===== src/rtl/sound_seq_pkg.sv =====
// Shared definitions for the bus-programmable sound sequencer: register map,
// status layout, FSM encoding and the packed note entry kept in the FIFO.
package sound_seq_pkg;

    localparam logic [1:0] REG_FREQ_L = 2'd0;
    localparam logic [1:0] REG_FREQ_H = 2'd1;
    localparam logic [1:0] REG_LEVEL  = 2'd2;
    localparam logic [1:0] REG_CTRL   = 2'd3;

    localparam int STAT_BUSY  = 7;
    localparam int STAT_FULL  = 6;
    localparam int STAT_EMPTY = 5;
    localparam int STAT_OVF   = 4;

    typedef enum logic [1:0] {
        S_IDLE = 2'd0,
        S_LOAD = 2'd1,
        S_PLAY = 2'd2
    } state_t;

    typedef struct packed {
        logic [15:0] freq;   // half-period minus one, in ticks; 0 = rest
        logic [7:0]  level;
        logic [7:0]  dur;    // note length in ms
    } note_t;

    function automatic logic [3:0] sat4(input logic [7:0] n);
        return (n > 8'd15) ? 4'hF : n[3:0];
    endfunction

endpackage


===== src/rtl/ip_sound_fifo.sv =====
// Small synchronous FIFO for queued notes; a push into a full queue is dropped
// and flush takes priority over push and pop.
module ip_sound_fifo #(
    parameter int WIDTH      = 32,
    parameter int DEPTH_LOG2 = 2
) (
    input  logic                  clk,
    input  logic                  n_reset,
    input  logic                  push,
    input  logic                  pop,
    input  logic                  flush,
    input  logic [WIDTH-1:0]      data_in,
    output logic [WIDTH-1:0]      data_out,
    output logic                  full,
    output logic                  empty,
    output logic [DEPTH_LOG2:0]   count
);

    localparam int DEPTH = 1 << DEPTH_LOG2;

    logic [WIDTH-1:0]      mem [DEPTH];
    logic [DEPTH_LOG2-1:0] wr_ptr;
    logic [DEPTH_LOG2-1:0] rd_ptr;
    logic                  do_push;
    logic                  do_pop;

    assign full     = count[DEPTH_LOG2];
    assign empty    = (count == '0);
    assign do_push  = push && !full && !flush;
    assign do_pop   = pop && !empty && !flush;
    assign data_out = mem[rd_ptr];

    // NOTE: the storage array has no reset; only pointers and count need a known value.
    always_ff @(posedge clk) begin
        if (do_push) mem[wr_ptr] <= data_in;
    end

    always_ff @(posedge clk or negedge n_reset) begin
        if (!n_reset) begin
            wr_ptr <= '0;
            rd_ptr <= '0;
            count  <= '0;
        end else if (flush) begin
            wr_ptr <= '0;
            rd_ptr <= '0;
            count  <= '0;
        end else begin
            if (do_push) wr_ptr <= wr_ptr + 1'b1;
            if (do_pop)  rd_ptr <= rd_ptr + 1'b1;
            case ({do_push, do_pop})
                2'b10:   count <= count + 1'b1;
                2'b01:   count <= count - 1'b1;
                default: ;
            endcase
        end
    end

endmodule


===== src/rtl/ip_sound_sequencer.sv =====
// Bus-programmable tone scheduler: notes queued over I/O ports are played
// back-to-back as a square-wave level for the PWM, timed by a 1 MHz tick.
module ip_sound_sequencer
    import sound_seq_pkg::*;
#(
    parameter logic [7:0] io_address      = 8'h10,
    parameter int         FIFO_DEPTH_LOG2 = 2,
    parameter int         TICK_DIV        = 64,
    parameter int         MS_TICKS        = 1000
) (
    input  logic        clk,
    input  logic        n_reset,
    input  logic [15:0] bus_address,
    input  logic        bus_io,
    input  logic        bus_write,
    input  logic        bus_read,
    input  logic [7:0]  bus_write_data,
    output logic [7:0]  bus_read_data,
    output logic        bus_read_ready,
    output logic        tick_1mhz,
    output logic [7:0]  sound_level,
    output logic        busy
);

    localparam int PW = (TICK_DIV > 1) ? $clog2(TICK_DIV) : 1;
    localparam int MW = (MS_TICKS > 1) ? $clog2(MS_TICKS) : 1;
    localparam logic [PW-1:0] PRESC_RELOAD = PW'(TICK_DIV - 1);
    localparam logic [MW-1:0] MS_RELOAD    = MW'(MS_TICKS - 1);

    logic [PW-1:0]              presc;
    logic [7:0]                 offset;
    logic                       wr, push, stop, rd_status;
    logic [15:0]                freq_stage;
    logic [7:0]                 level_stage;
    logic                       overflow;
    note_t                      head;
    logic                       fifo_full, fifo_empty, pop;
    logic [FIFO_DEPTH_LOG2:0]   fifo_count;
    state_t                     state, next_state;
    logic [15:0]                cur_freq, div_cnt;
    logic [7:0]                 cur_level, dur_cnt;
    logic [MW-1:0]              ms_cnt;
    logic                       note_end;
    logic [7:0]                 status;
    logic                       unused_addr_hi;

    assign unused_addr_hi = ^bus_address[15:8];

    // Wrapping subtraction lets the four-port window sit at any base address.
    assign offset    = bus_address[7:0] - io_address;
    assign wr        = bus_io && bus_write && (offset < 8'd4);
    assign push      = wr && (offset[1:0] == REG_CTRL) && (bus_write_data != 8'd0);
    assign stop      = wr && (offset[1:0] == REG_CTRL) && (bus_write_data == 8'd0);
    assign rd_status = bus_io && bus_read && (offset == {6'd0, REG_CTRL});

    assign busy     = (state == S_PLAY);
    assign pop      = (state == S_LOAD) && !stop;
    assign note_end = (state == S_PLAY) && tick_1mhz && (ms_cnt == '0) && (dur_cnt == 8'd1);

    always_comb begin
        status                      = '0;
        status[STAT_BUSY]           = busy;
        status[STAT_FULL]           = fifo_full;
        status[STAT_EMPTY]          = fifo_empty;
        status[STAT_OVF]            = overflow;
        status[3:0]                 = sat4(8'(fifo_count));
    end

    ip_sound_fifo #(
        .WIDTH      (32),
        .DEPTH_LOG2 (FIFO_DEPTH_LOG2)
    ) u_fifo (
        .clk      (clk),
        .n_reset  (n_reset),
        .push     (push),
        .pop      (pop),
        .flush    (stop),
        .data_in  ({freq_stage, level_stage, bus_write_data}),
        .data_out (head),
        .full     (fifo_full),
        .empty    (fifo_empty),
        .count    (fifo_count)
    );

    // NOTE: all clocked state uses non-blocking assignments so every register samples pre-edge values.
    always_ff @(posedge clk or negedge n_reset) begin
        if (!n_reset) begin
            presc     <= '0;
            tick_1mhz <= 1'b0;
        end else begin
            tick_1mhz <= (presc == '0);
            presc     <= (presc == '0) ? PRESC_RELOAD : presc - 1'b1;
        end
    end

    always_ff @(posedge clk or negedge n_reset) begin
        if (!n_reset) begin
            freq_stage     <= '0;
            level_stage    <= '0;
            overflow       <= 1'b0;
            bus_read_ready <= 1'b0;
            bus_read_data  <= '0;
        end else begin
            if (wr && offset[1:0] == REG_FREQ_L) freq_stage[7:0]  <= bus_write_data;
            if (wr && offset[1:0] == REG_FREQ_H) freq_stage[15:8] <= bus_write_data;
            if (wr && offset[1:0] == REG_LEVEL)  level_stage      <= bus_write_data;
            if (push && fifo_full)           overflow <= 1'b1;
            else if (stop || rd_status)      overflow <= 1'b0;
            bus_read_ready <= rd_status;
            bus_read_data  <= rd_status ? status : 8'd0;
        end
    end

    always_ff @(posedge clk or negedge n_reset) begin
        if (!n_reset) state <= S_IDLE;
        else          state <= next_state;
    end

    // NOTE: next_state gets a default first so no path leaves it unassigned (no latch).
    always_comb begin
        next_state = state;
        case (state)
            S_IDLE:  if (!fifo_empty) next_state = S_LOAD;
            S_LOAD:  next_state = S_PLAY;
            S_PLAY:  if (note_end) next_state = fifo_empty ? S_IDLE : S_LOAD;
            default: next_state = S_IDLE;
        endcase
        if (stop) next_state = S_IDLE;
    end

    always_ff @(posedge clk or negedge n_reset) begin
        if (!n_reset) begin
            cur_freq    <= '0;
            cur_level   <= '0;
            div_cnt     <= '0;
            ms_cnt      <= '0;
            dur_cnt     <= '0;
            sound_level <= '0;
        end else if (stop) begin
            sound_level <= '0;
        end else if (state == S_LOAD) begin
            cur_freq    <= head.freq;
            cur_level   <= head.level;
            div_cnt     <= head.freq;
            ms_cnt      <= MS_RELOAD;
            dur_cnt     <= head.dur;
            sound_level <= (head.freq == 16'd0) ? 8'd0 : head.level;
        end else if (state == S_PLAY && tick_1mhz) begin
            if (ms_cnt == '0) begin
                ms_cnt  <= MS_RELOAD;
                dur_cnt <= dur_cnt - 1'b1;
            end else begin
                ms_cnt  <= ms_cnt - 1'b1;
            end
            if (div_cnt == 16'd0) begin
                div_cnt <= cur_freq;
                if (cur_freq != 16'd0) sound_level <= (sound_level == 8'd0) ? cur_level : 8'd0;
            end else begin
                div_cnt <= div_cnt - 1'b1;
            end
            if (note_end && fifo_empty) sound_level <= '0;
        end
    end

endmodule


===== config.mk =====
export PLATFORM = sky130hd
export DESIGN_NAME = ip_sound_sequencer
export DESIGN_NICKNAME = d
export VERILOG_FILES = /design/src/rtl/sound_seq_pkg.sv /design/src/rtl/ip_sound_fifo.sv /design/src/rtl/ip_sound_sequencer.sv
export SDC_FILE = /design/constraint.sdc
export NUM_CORES = 1
export LEC_CHECK = 0
export ABC_AREA = 1
export ABC_CLOCK_PERIOD_IN_PS = 2780
export CAP_MARGIN = 20
export CORE_ASPECT_RATIO = 0.5
export CORE_UTILIZATION = 55
export DETAILED_ROUTE_END_ITERATION = 16
export GPL_ROUTABILITY_DRIVEN = 0
export GPL_TIMING_DRIVEN = 1
export PLACE_DENSITY = 0.84
export SLEW_MARGIN = 20
export SYNTH_ARGS = -nofsm -noshare
export SYNTH_HDL_FRONTEND = slang
export SYNTH_SLANG_ARGS = --single-unit

===== constraint.sdc =====
create_clock -name clk -period 2.78 [get_ports clk]
set_input_delay 0.556 -clock clk [delete_from_list [all_inputs] [get_ports clk]]
set_output_delay 0.556 -clock clk [all_outputs]
set_load 0.02 [all_outputs]

==> results.json, run 1 <==
{
  "antenna_found_initial": 0,
  "synth_top_area_share_pct": 35.4,
  "leakagePower_uw": 0.00526,
  "post-cts-setup-buffer-count": 0,
  "critPathBufInv": 3,
  "grt_pass1_wl_um": 40300,
  "layout-drive-gt1-share_pct": 9.42,
  "ant_nets": 0,
  "viasPerCell": 5.81,
  "yosys.area.top_type": "edfxtp_1",
  "drt_iter0_markers": 792,
  "worstMarginPinSlew_ps": 734,
  "maxUsedRoutingLayer": "met4",
  "hold_viol": 0,
  "status": "finished clean",
  "r2r-end": "sound_level[3]",
  "cpMostUsedCell": "nand2_1",
  "yosys_warnings": 0,
  "avgSynthCellArea_um2": 10.0,
  "fmax_mhz": 426,
  "die-area_um2": 20400,
  "syn_area_um2": 10900,
  "setup_viol": 0,
  "worstHoldStart": "presc[0]",
  "cts_buffers": 22,
  "cpPeakStageDelay_ps": 370,
  "htreeDepth": 1,
  "critPathArrivalTime_ps": 2750,
  "worstSetupPathType": "register to register",
  "crit_fanout": 65,
  "cp_top_family": "simple AND/OR/NAND/NOR gates",
  "cp_slowest_cell": "dfrtp_2",
  "routed-wl-met3_um": 2170,
  "grt_overflow": 0,
  "clockBufferDepth": 3,
  "clk_latency_ps": 510,
  "hold_end": "presc[0]",
  "nFillCells": 1310,
  "ff_latch_area_um2": 6700,
  "initial_core_util_pct": 57.6,
  "relSlewSlack_pct": 50.9,
  "num_rows": 35,
  "cts_tree": "yes",
  "synthFlopType": "edfxtp_1",
  "min_period_ps": 2350,
  "fin_cells": 1416,
  "worstSetupStartpoint": "u_fifo.rd_ptr[0]",
  "path_cells": "buf_12, inv_2, buf_12, nand2_1, nand3_1, nand2_1, nand2_1, nor2_2, nand4_4, o21ai_1, nand2_1, nand2_1, nand2_1",
  "dr.pass1.iters": 5,
  "whs_path_depth": 1,
  "syn-num-nets": 1127,
  "synth-edff-count": 128,
  "grt_pass1_vias": 7951,
  "cp.required_ps": 3180,
  "slew_violations": 0,
  "holdBufCountCts": 1,
  "synthToLayoutAreaGrowth_pct": 13.5,
  "dp_hpwl_um": 16100,
  "worst-path-stages": 13,
  "drc": 0,
  "maxCapViolCount": 0,
  "r2r-start": "u_fifo.rd_ptr[0]",
  "wl_per_cell_um": 17.9,
  "r2r.worst_path.cells": 13,
  "power.density_nw_per_um2": 924,
  "fin_worst_skew_ps": 17.0,
  "ys_ff_latch": 242,
  "regToRegSetupSlack_ps": 430,
  "ys_seq_area_share_pct": 61.6,
  "final_cell_mix": "nand2_1, edfxtp_1, o21ai_0",
  "rsz0062_at_grt": "no",
  "root_buffer": "clkbuf_16",
  "wl_um": 25400,
  "worstHoldPathType": "register to register",
  "synthArstFlopShare_pct": 47.1,
  "io_buffers": 38,
  "finalCritPeriodShare_pct": 84.4,
  "cts.sinks": 242,
  "met2WireLength_um": 12000,
  "synth_area_leaders": "edfxtp_1, dfrtp_1, nand2_1, o21ai_0, nor2_1",
  "core-area_um2": 18900,
  "synthDistinctLibCells": 50,
  "grt_max_degree": 66,
  "ios": 48,
  "cp-end-kind": "register",
  "wirelength_met1_um": 10600,
  "die_x_um": 201,
  "clk_pin_slew_ps": 60,
  "final_common_cell": "nand2_1",
  "multi_input_area_um2": 3560,
  "ir_worst_vdd_uv": 424,
  "cts-resized-gates": 0,
  "critPathLaunchType": "register",
  "grt_use_total_pct": 25.4,
  "hold_ws_ps": 430,
  "diodes": 0,
  "dieHeight_um": 101,
  "fin_nets": 1182,
  "netlist_instances": 1086,
  "dr_total_vias": 8224,
  "dp_cells": 1375
}
[registers in the layout (all words and copies together) (netlist names), 3 cells and up]
| register | cells |
|---|---|
| u_fifo.mem | 128 |
| cur_freq | 16 |
| div_cnt | 16 |
| freq_stage | 16 |
| ms_cnt | 10 |
| cur_level | 8 |
| dur_cnt | 8 |
| level_stage | 8 |
| sound_level | 8 |
| bus_read_data | 6 |
| presc | 6 |
| u_fifo.count | 3 |
[through the flow]
stage	utilization [%]	total power [µW]	setup WS [ps]	TNS [ps]	area, µm²
6_report	65.3	11400	435	0	12300
4_1_cts	65.3	11300	465	0	12300
3_3_place_gp	61.7	8290	149	0	11600
5_1_grt	65.3	12000	322	0	12300
3_5_place_dp	61.7	8470	65.3	0	11600
2_1_floorplan	-	7370	-147	-18870	10900
[logic make-up after synthesis]
kind of cell,count (synthesis),synth area share [%]
buffers and inverters,130,5.68
flip-flops,242,61.6
other,1,0.0345
multiplexers,2,0.184
XOR/XNOR,13,1.05
AND/OR/NAND/NOR,482,19.1
AO/OA/AOI/OAI,204,10.9
adder cells (fa/ha/maj),12,1.45
[area by class of cell]
class | count | area share, %
clock inverter | 11 | 0.700
sequential | 242 | 54.3
multi-input combinational | 714 | 28.9
inverter | 87 | 2.65
clock buffer | 29 | 4.76
tap | 259 | 2.63
timing repair buffer | 74 | 6.09
[how the worst max path moves through the flow]
| stage | endpoint | slack [ps] |
|---|---|---|
| after detailed placement | u_fifo.count[2] | 70 |
| final | sound_level[3] | 430 |
| after CTS | busy | 460 |
| after global placement | u_fifo.count[2] | 150 |
| after global routing | sound_level[3] | 320 |
| after floorplan | u_fifo.mem[0][0] | -150 |
[layer usage]
layer	up-vias	track usage, %
met5	-	0
met4	0	8.40
met3	58	4.76
met2	404	43.2
met1	3979	33.7
li1	3783	-
[power breakdown]
part / internal, µW / total [µW] / switching, µW
clock network: 1580 / 2860 / 1280
logic: 1330 / 3910 / 2580
registers: 4230 / 4620 / 387
total: 7150 / 11400 / 4240
[synth_stat cells (all sizes together) (11+ instances only)]
cell type / count
nand2: 263
o21ai: 134
edfxtp: 128
nor2: 120
dfrtp: 114
inv: 86
nand3: 69
a21oi: 33
buf: 31
nand4: 15
clkbuf: 12
ha: 11
(Power assumes the default switching activity.)
==> run 2: changes to the inputs <==
--- a/config.mk
+++ b/config.mk
@@ -6,7 +6,7 @@
 export NUM_CORES = 1
 export LEC_CHECK = 0
 export ABC_AREA = 1
-export ABC_CLOCK_PERIOD_IN_PS = 2780
+export ABC_CLOCK_PERIOD_IN_PS = 2400
 export CAP_MARGIN = 20
 export CORE_ASPECT_RATIO = 0.5
 export CORE_UTILIZATION = 55
==> constraint.sdc (replaced) <==
create_clock -name clk -period 2.4 [get_ports clk]
set_input_delay 0.48 -clock clk [delete_from_list [all_inputs] [get_ports clk]]
set_output_delay 0.48 -clock clk [all_outputs]
set_load 0.02 [all_outputs]
==> results.json, run 2 (synthesis gave the netlist of run 1 again) <==
{
  "cp-end-kind": "register",
  "final_cell_mix": "nand2_1, edfxtp_1, o21ai_0",
  "worstSetupPathType": "register to register",
  "grt_pass1_wl_um": 41400,
  "cts_buffers": 23,
  "worstMarginPinSlew_ps": 576,
  "grt_use_total_pct": 25.9,
  "initial_core_util_pct": 57.6,
  "viasPerCell": 5.79,
  "path_cells": "buf_4, buf_4, nand2_1, nand3_1, nand2_1, nand2_1, nor2_2, nand4_4, o21ai_1, nand2_1, nand2_1, nand2_1",
  "min_period_ps": 2290,
  "layout-drive-gt1-share_pct": 12.4,
  "clk_latency_ps": 520,
  "hold_ws_ps": 454,
  "finalCritPeriodShare_pct": 95.4,
  "status": "finished clean",
  "cp_top_family": "simple AND/OR/NAND/NOR gates",
  "clk_pin_slew_ps": 60,
  "synthToLayoutAreaGrowth_pct": 16.5,
  "worstHoldPathType": "input port to asynchronous set/reset pin",
  "maxCapViolCount": 0,
  "cp_slowest_cell": "dfrtp_4",
  "cpMostUsedCell": "nand2_1",
  "critPathLaunchType": "register",
  "diodes": 0,
  "leakagePower_uw": 0.00545,
  "switching_share_pct": 37.0,
  "die-area_um2": 20400,
  "relSlewSlack_pct": 61.6,
  "drc": 0,
  "ir_worst_vdd_uv": 568,
  "power.switching_uw": 5080,
  "dieHeight_um": 101,
  "grt_max_degree": 58,
  "pwr-share-seq_pct": 39.1,
  "fin_setup_tns_ps": 0,
  "cp.required_ps": 2810,
  "final_common_cell": "nand2_1",
  "fmax_mhz": 437,
  "root_buffer": "clkbuf_16",
  "clockPowerShare_pct": 26.1,
  "cpPeakStageDelay_ps": 510,
  "cts.sinks": 242,
  "hold_viol": 0,
  "cts_tree": "yes",
  "drt_iter0_markers": 1028,
  "largest_reg_flops": 128,
  "htreeDepth": 1,
  "critPathArrivalTime_ps": 2700,
  "fin_util_pct": 67.1,
  "fin_nets": 1214,
  "io_buffers": 38,
  "wl_um": 26100,
  "dp_hpwl_um": 16800,
  "ant_nets": 0,
  "rsz0062_at_grt": "no",
  "fin_worst_skew_ps": 14.5,
  "clockBufferDepth": 3,
  "slew_violations": 0,
  "crit_fanout": 14,
  "ios": 48,
  "finalPower_uw": 13700,
  "wl_per_cell_um": 18.0,
  "grt_pass1_vias": 8144,
  "nFillCells": 1200,
  "power.density_nw_per_um2": 1080,
  "cellInternalPower_uw": 8630,
  "dr_total_vias": 8390,
  "combPwrFrac_pct": 34.7,
  "regToRegSetupSlack_ps": 110,
  "setup_viol": 0,
  "die_x_um": 201,
  "antenna_found_initial": 0,
  "num_rows": 35,
  "core-area_um2": 18900,
  "grt_overflow": 0,
  "critPathBufInv": 2,
  "top_register": "u_fifo.mem",
  "dr.pass1.iters": 6
}
run 2: what timing repair did:
| item | CTS | global route |
|---|---|---|
| endpoints found under the hold margin | 30 | 0 |
| gates cloned | 0 | 0 |
| setup endpoints to repair | 5 | 8 |
| hold buffers | 1 | 0 |
| gates resized for setup | 1 | 0 |
| buffers inserted | 0 | 3 |
run 2: final cells by class:
cell class | count | area, µm² | area share (%)
multi-input combinational | 714 | 3560 | 28.1
clock buffer | 27 | 611 | 4.82
sequential | 242 | 6700 | 52.9
inverter | 87 | 327 | 2.58
clock inverter | 15 | 130 | 1.03
timing repair buffer | 105 | 1010 | 7.97
tap | 259 | 324 | 2.56
run 2: power groups by stage:
stage / Combinational, µW / Clock, µW / Sequential (µW)
after CTS: 4570 / 3590 / 5390
after global routing: 5220 / 3760 / 5430
after floorplan: 3170 / 0 / 5360
after detailed placement: 4470 / 0 / 5450
after global placement: 4290 / 0 / 5430
final: 4760 / 3580 / 5360
run 2: metal layers:
layer	track usage, %	part of all wire (%)	vias up
met1	35.0	40	4006
li1	-	-	3851
met2	43.5	47	459
met4	8.75	2.6	0
met5	0	0	-
met3	4.44	9.7	74
run 2: metrics by stage:
step,area [µm²],cells,setup slack (ps)
floorplan,10900,1086,-451
global placement,11900,1403,-50.4
detailed placement,11900,1403,-133
CTS,12600,1446,33.2
global route,12700,1449,28.8
finish,12700,1449,111
run 2: path summary, 6_finish.rpt:
path / start / endpoint / depth (start not counted)
setup / recovery: u_fifo.rd_ptr[0] / sound_level[0] / 12
hold / removal: n_reset / freq_stage[4] / 2
setup reg to reg: u_fifo.rd_ptr[0] / sound_level[0] / 12
hold reg to reg: presc[0] / presc[0] / 1
max in group asynchronous: n_reset / presc[2] / 3
min in group clk: presc[0] / presc[0] / 1
